<file path="src/rtl/uart_rx.sv">
// UART receiver: 1 start, DATA_WIDTH data bits LSB first, 1 parity slot, 1 stop bit.
// Oversamples the line with sample_tick, re-arms at mid-stop, and emits a 1-clk rx_valid.
// Output data and flags are registered and hold until the next completed frame.
module uart_rx #(
    parameter int DATA_WIDTH = 8,
    parameter int OVERSAMPLE = 16
) (
    input  logic                  clk,
    input  logic                  reset,
    input  logic                  sample_tick,
    input  logic                  rx_enable,
    input  logic                  parity_enable,
    input  logic                  rx_data_in,
    output logic [DATA_WIDTH-1:0] rx_data_out,
    output logic                  rx_valid,
    output logic                  parity_error,
    output logic                  framing_error,
    output logic                  busy
);

    localparam int CNT_W = (OVERSAMPLE > 1) ? $clog2(OVERSAMPLE) : 1;
    localparam int IDX_W = (DATA_WIDTH > 1) ? $clog2(DATA_WIDTH) : 1;
    localparam logic [CNT_W-1:0] CNT_MID  = CNT_W'(OVERSAMPLE / 2 - 1);
    localparam logic [CNT_W-1:0] CNT_LAST = CNT_W'(OVERSAMPLE - 1);
    localparam logic [IDX_W-1:0] IDX_LAST = IDX_W'(DATA_WIDTH - 1);

    typedef enum logic [2:0] {
        IDLE,
        START,
        DATA,
        PARITY,
        STOP
    } state_t;

    state_t                  state;
    logic                    rx_meta;
    logic                    rx_sync;
    logic [CNT_W-1:0]        cnt;
    logic [IDX_W-1:0]        bit_idx;
    logic [DATA_WIDTH-1:0]   shift_reg;
    logic                    par_bit;
    logic                    stop_sample;
    logic                    frame_done;

    // The line is asynchronous to clk; two flops, both idling high like the line.
    always_ff @(posedge clk or posedge reset) begin
        if (reset) begin
            rx_meta <= 1'b1;
            rx_sync <= 1'b1;
        end else begin
            rx_meta <= rx_data_in;
            rx_sync <= rx_meta;
        end
    end

    // Frame FSM: every step waits for a sample tick, except the rx_enable abort.
    always_ff @(posedge clk or posedge reset) begin
        if (reset) begin
            state       <= IDLE;
            cnt         <= '0;
            bit_idx     <= '0;
            shift_reg   <= '0;
            par_bit     <= 1'b0;
            stop_sample <= 1'b0;
            frame_done  <= 1'b0;
        end else begin
            frame_done <= 1'b0;
            if (state != IDLE && !rx_enable) begin
                state <= IDLE;
                cnt   <= '0;
            end else if (sample_tick) begin
                case (state)
                    IDLE: begin
                        if (rx_enable && !rx_sync) begin
                            cnt   <= '0;
                            state <= START;
                        end
                    end
                    START: begin
                        if (cnt == CNT_MID) begin
                            // A start bit that is high again at mid-bit was a glitch.
                            if (rx_sync) begin
                                state <= IDLE;
                            end else begin
                                cnt     <= '0;
                                bit_idx <= '0;
                                state   <= DATA;
                            end
                        end else begin
                            cnt <= cnt + 1'b1;
                        end
                    end
                    DATA: begin
                        if (cnt == CNT_LAST) begin
                            shift_reg[bit_idx] <= rx_sync;
                            cnt                <= '0;
                            if (bit_idx == IDX_LAST) begin
                                state <= PARITY;
                            end else begin
                                bit_idx <= bit_idx + 1'b1;
                            end
                        end else begin
                            cnt <= cnt + 1'b1;
                        end
                    end
                    PARITY: begin
                        if (cnt == CNT_LAST) begin
                            par_bit <= rx_sync;
                            cnt     <= '0;
                            state   <= STOP;
                        end else begin
                            cnt <= cnt + 1'b1;
                        end
                    end
                    STOP: begin
                        // Re-arm at mid-stop so a following start edge is not missed.
                        if (cnt == CNT_LAST) begin
                            stop_sample <= rx_sync;
                            frame_done  <= 1'b1;
                            cnt         <= '0;
                            state       <= IDLE;
                        end else begin
                            cnt <= cnt + 1'b1;
                        end
                    end
                    default: begin
                        state <= IDLE;
                        cnt   <= '0;
                    end
                endcase
            end
        end
    end

    // Publish the frame one clk after the stop sample; data and flags hold otherwise.
    always_ff @(posedge clk or posedge reset) begin
        if (reset) begin
            rx_data_out   <= '0;
            rx_valid      <= 1'b0;
            parity_error  <= 1'b0;
            framing_error <= 1'b0;
        end else begin
            rx_valid <= frame_done;
            if (frame_done) begin
                rx_data_out   <= shift_reg;
                parity_error  <= parity_enable & ((^shift_reg) != par_bit);
                framing_error <= ~stop_sample;
            end
        end
    end

    assign busy = (state != IDLE);

endmodule

</file>
<file path="config.mk">
export PLATFORM = sky130hd
export DESIGN_NAME = uart_rx
export DESIGN_NICKNAME = d
export VERILOG_FILES = /design/src/rtl/uart_rx.sv
export SDC_FILE = /design/constraint.sdc
export NUM_CORES = 1
export LEC_CHECK = 0
export ABC_AREA = 1
export BUFFER_PORTS_ARGS = -buffer_cell sky130_fd_sc_hd__buf_2
export CORE_MARGIN = 2
export CORE_UTILIZATION = 40
export CTS_CLUSTER_DIAMETER = 50
export CTS_CLUSTER_SIZE = 14
export DETAILED_ROUTE_END_ITERATION = 16
export GPL_TIMING_DRIVEN = 0
export PLACE_DENSITY = 0.61
export SYNTH_ARGS = -nofsm -noshare
export SYNTH_HDL_FRONTEND = slang
export SYNTH_SLANG_ARGS = --single-unit
</file>
<file path="constraint.sdc">
create_clock -name clk -period 4.4 [get_ports clk]
set_input_delay 0.44 -clock clk [delete_from_list [all_inputs] [get_ports clk]]
set_output_delay 0.44 -clock clk [all_outputs]
set_load 0.1 [all_outputs]
</file>
* Word level (Yosys, flattened, before mapping) *
Cells that the tools add are included.

operators by class
  reductions and logical operators = 17
  mux-type cells = 29
  eq/ne operators = 19
  magnitude comparators = 2
  bitwise operators = 3
  add/sub/neg operators = 2

operators by type and width
  cell                                                                    number
  3-bit two-way mux                                                       12
  4-bit two-way mux                                                       6
  3-bit != test (second input constant)                                   6
  3-bit case mux with 5 select lines                                      1
  7-bit AND reduction                                                     2
  4-bit case mux with 3 select lines                                      1
  4-bit AND reduction                                                     3
  8-bit bitwise mux                                                       1
  2-bit != test (second input constant)                                   4
  8-bit parity                                                            1
  3-bit by 2-bit == test with 1-bit output (second input constant)        2
  3-bit == test (second input constant)                                   2
  3-bit case mux with 2 select lines                                      1
  1-bit two-way mux                                                       5
  4-bit by 1-bit adder with 4-bit output (second input constant)          1
  4-bit by 3-bit == test with 1-bit output (second input constant)        1
  4-bit == test (second input constant)                                   1
  3-bit by 4-bit < comparator with 1-bit output (second input constant)   1
  4-bit != test (second input constant)                                   1
  2-bit nonzero test                                                      2
  3-bit by 1-bit adder with 3-bit output (second input constant)          1
  1-bit demux with 3-bit select                                           1
  3-bit by 1-bit == test with 1-bit output (second input constant)        1
  3-bit by 1-bit >= comparator with 1-bit output (second input constant)  1
  other kinds (10)                                                        14

storage, ports and cells
  logic and storage cells = 85
  flip-flop bits (word level) = 34
  output and inout bits = 12
  input bits = 6

* Longest topological paths before layout *
  depth in word-level cells = 6
  gate-level depth with buffers = 10
  depth with buffers taken out = 10

* Worst setup path after synthesis *
OpenSTA, ideal clock, no wires.

  path kind = register to register
  start point = register state[2]
  end point = register shift_reg[3]
  arrival = 1504 ps
  stages on the path, launching flop included = 10
  required time = 4283 ps
  clock period less this slack = 1620 ps
  library setup time = 117 ps
  buffers on the path = 1
  slack = 2780 ps
  path through = dfrtp_1 > nor2_4 > nand2_4 > nand2_8 > nand2_4 > nor3_4 > buf_6 > nand2_1 > nand2_1 > nand2_1

between the ends
  longest elaborated chain between the ends = 4
  elaborated cells between the ends (all ways) = 5
  those cells by class = eq/ne: 1; bitwise: 1; reduce/logical: 3

ends and longest elaborated chain
  what                                  RTL line  RTL
  from (decl)                           35        state_t state;
  from (signal assigned)                59        state <= IDLE;
  from (signal assigned)                69        state <= IDLE;
  from (signal assigned)                76        state <= START;
  3-bit nonzero test                    --
  named net busy                        18        output logic busy
  1-bit logical AND                     68        if (state != IDLE && !rx_enable) begin
  1-bit NOT (no source line)            --
  4-bit AND reduction (no source line)  --
  to (signal, indexed assignment)       95        shift_reg[bit_idx] <= rx_sync;
  to (decl)                             40        logic [DATA_WIDTH-1:0] shift_reg;

The timed path passes the listed nets, and every way through them passes these cells.
A chain may end at the register's enable or synchronous reset.

* Worst setup path after layout *
  start point = register state[1]
  end point = output busy

between the ends
  longest elaborated chain between the ends = 1

ends and longest elaborated chain
  what                RTL line  RTL
  3-bit nonzero test  152       assign busy = (state != IDLE);
  to (decl)           18

Every way passes these cells.

==> metrics.csv <==
stage,metric,value,unit
status,outcome,"finished, final reports clean",
sta,min_period,1.804,ns
sta,tightest_slew,0.5041,ns
synthesis,synthDistinctLibCells,26,
synthesis,synthesis.nets,267,
worst_setup_path,crit_path_start,state[1]$_DFFE_PP0P_,
sta,rsz0062_at_grt,false,
synthesis,netlist_instances,258,
global_routing,grt_pass1_wl,6230,µm
clock_tree,root_buffer,clkbuf_8,
min_path,hold_path.class,in2async,
synthesis,synth_warnings,0,
power_and_ir_drop,power_density,422.3,nW/µm²
routing,drcViolationCount,0,
floorplanning,die_y,72.36,µm
placement,hpwlAfterDp,2548,µm
synthesis,ys_seq_area_share,45.65,%
clock_tree,post_cts_buffers,0,
power_and_ir_drop,p_leak,1.198,nW
clock_tree,numCtsBuffers,5,
clock_tree,numClockSinks,34,
sta,setup_viol,0,
placement,place.gp.congestion,0.8312,
worst_setup_path,reg2reg_from,cnt[0]$_DFFE_PP0P_,
synthesis,synthFlopType,dfrtp_1,
routing,wl_per_cell,10.26,µm
finish,nNetsFinal,292,
worst_setup_path,critical_path.max_fanout,6,
synthesis,netlist_area,1869,µm²
worst_setup_path,cp.required,3.96,ns
floorplanning,io_pins,18,
global_routing,grt_max_degree,35,
worst_setup_path,crit_path_end,busy,
placement,io_buffers,17,
sta,hold_viol_final,0,
routing,drt-total-wl,3447,µm
synthesis,ys_ff_latch,34,
floorplanning,core,4414,µm²
global_routing,antenna_found_initial,0,
floorplanning,dieWidth,72.36,µm
routing,ant_nets,0,
worst_setup_path,start_kind,flop,
placement,placed_area,2019,µm²
clock_tree,worstSkewPairLatency,0.28,ns
worst_setup_path,worst_r2r_endpoint,shift_reg[4]$_DFFE_PP0P_,
sta,max_freq,0.5544,GHz
power_and_ir_drop,peakVddDrop,0.2056,mV
synthesis,yosys-top-cells-area,"dfrtp_1 43%, nand2_1 22%, nand3_1 7.2%, inv_1 5.4%, nor2_1 4.4%",
worst_setup_path,r2r_setup_slack,2.72,ns
sta,fin_crit_sh,41.00,%
clock_tree,cts_resized,0,
synthesis,synth-edff-count,0,
global_routing,gr-total-overflow,0,
global_routing,grt_pass1_vias,1413,
floorplanning,start_util,42.35,%
routing,drt-pass1-iter-count,4,
sta,finClkSkew,0.004026,ns
finish,final_area,2138,µm²
worst_setup_path,end_kind,output pin,
clock_tree,hold_buffers,0,
sta,drv_slew,0,
synthesis,async_reset_ff_share,100.0,%
routing,dr.first_iter.drc_count,77,
worst_setup_path,worst_ep_arrival_time,1.36,ns
floorplanning,design.die.area,5236,µm²
sta,maxSlewHeadroom,66.19,%
sta,finalHoldWorstSlack,0.1209,ns
finish,final_layout_size_suffix_gt1_share,13.73,%
sta,tns,0,ns
finish,antenna_cells,0,
floorplanning,rows,24,
synthesis,synth_top_area_share,42.84,%
worst_setup_path,path_class,reg2out,
routing,drt-vias-per-instance,4.670,
synthesis,avgSynthCellArea,7.245,µm²
clock_tree,htreeDepth,2,
run,drv_cap,0,
global_routing,track_usage,14.71,%
synthesis,yosysTopAreaCell,dfrtp_1,
clock_tree,cts_tree,done,
clock_tree,clk_pin_slew,0.07,ns
finish,syn2layout_area_growth,14.39,%
clock_tree,clockBufferDepth,2,
routing,vias,1569,
worst_setup_path,reg2reg_depth,9,
==> cell type report <==
type	count	area (µm²)
buffer	3	20.02
clock buffer	7	86.33
clock inverter	1	5.005
fill	451	2276
inverter	29	108.9
multi-input combinational	192	887.1
sequential	34	853.3
tap	52	65.06
timing repair buffer	18	112.6
==> how the worst min path moves through the flow <==
| stage | cells after the start | endpoint | slack [ns] | from |
|---|---|---|---|---|
| after global routing | 2 | rx_data_out[6]$_DFFE_PP0P_ | 0.14 | reset |
| after detailed placement | 0 | rx_sync$_DFF_PP1_ | 0.35 | rx_meta$_DFF_PP1_ |
| after global placement | 0 | rx_sync$_DFF_PP1_ | 0.35 | rx_meta$_DFF_PP1_ |
| final | 2 | framing_error$_DFFE_PP0P_ | 0.12 | reset |
| after floorplan | 0 | rx_sync$_DFF_PP1_ | 0.35 | rx_meta$_DFF_PP1_ |
| after CTS | 1 | rx_meta$_DFF_PP1_ | 0.24 | rx_data_in |
==> cell families (layout without fill, tap and decap cells) <==
group / after synthesis / after routing / synth area share (%)
xor gates and xnor gates: 1 / 1 / 0.4686
DFF: 34 / 34 / 45.65
adders and majority gates: 3 / 3 / 2.008
AOI/OAI and AO/OA: 16 / 16 / 4.417
and+or+nand+nor: 172 / 172 / 40.56
buffers and inverters: 32 / 58 / 6.894
==> power breakdown <==
part           total [mW]  internal [mW]  switching, mW
logic               0.291         0.0808          0.210
registers           0.375          0.337         0.0386
clock network       0.236          0.126          0.110
==> metrics by stage <==
stage	setup WS, ns	utilization [%]	power [mW]	cells
floorplan	2.780	-	0.6103	258
global placement	2.672	45.75	0.6649	327
detailed placement	2.667	45.75	0.6695	327
CTS	2.593	47.82	0.9095	335
global route	2.546	48.44	0.9682	336
finish	2.596	48.44	0.9030	336
==> layout by cell type (no fill, tap or decap) <==
cell,count
nand2_1,111
dfrtp_1,32
nand3_1,27
inv_1,26
nor2_1,22
buf_2,18
o21ai_0,9
clkbuf_8,6
nand2_4,3
o21ai_1,3
a21oi_1,3
ha_1,3
clkinv_1,2
clkbuf_1,2
nand4_1,2
dfstp_2,2
nor2_4,1
inv_2,1
nand2_8,1
nor3_4,1
buf_6,1
nor2_2,1
nand3_2,1
xnor2_1,1
or2_2,1
nand3b_1,1
o21a_1,1
clkinv_2,1
buf_16,1
==> metal layers <==
layer / vias to the layer above / share of wire, % / routed length [µm] / GRT usage (%)
li1: 855 / - / - / -
met1: 680 / 51 / 1767 / 20.25
met2: 30 / 44 / 1513 / 23.45
met3: 4 / 3.7 / 128 / 2.917
met4: 0 / 1.1 / 37 / 4.403
met5: - / 0 / 0 / 0
==> Yosys cell counts, types with 2 or more instances <==
cell,number
a21oi_1,3
nand3_1,27
dfrtp_1,32
nor2_1,22
o21ai_1,3
ha_1,3
nand2_4,3
dfstp_2,2
nand4_1,2
nand2_1,111
o21ai_0,9
inv_1,27
==> critical path, stage by stage (launching register included) <==
cell	delay, ns
dfrtp_1	0.47
inv_2	0.08
nand2_4	0.10
buf_2	0.43
(Power assumes the default switching activity.)
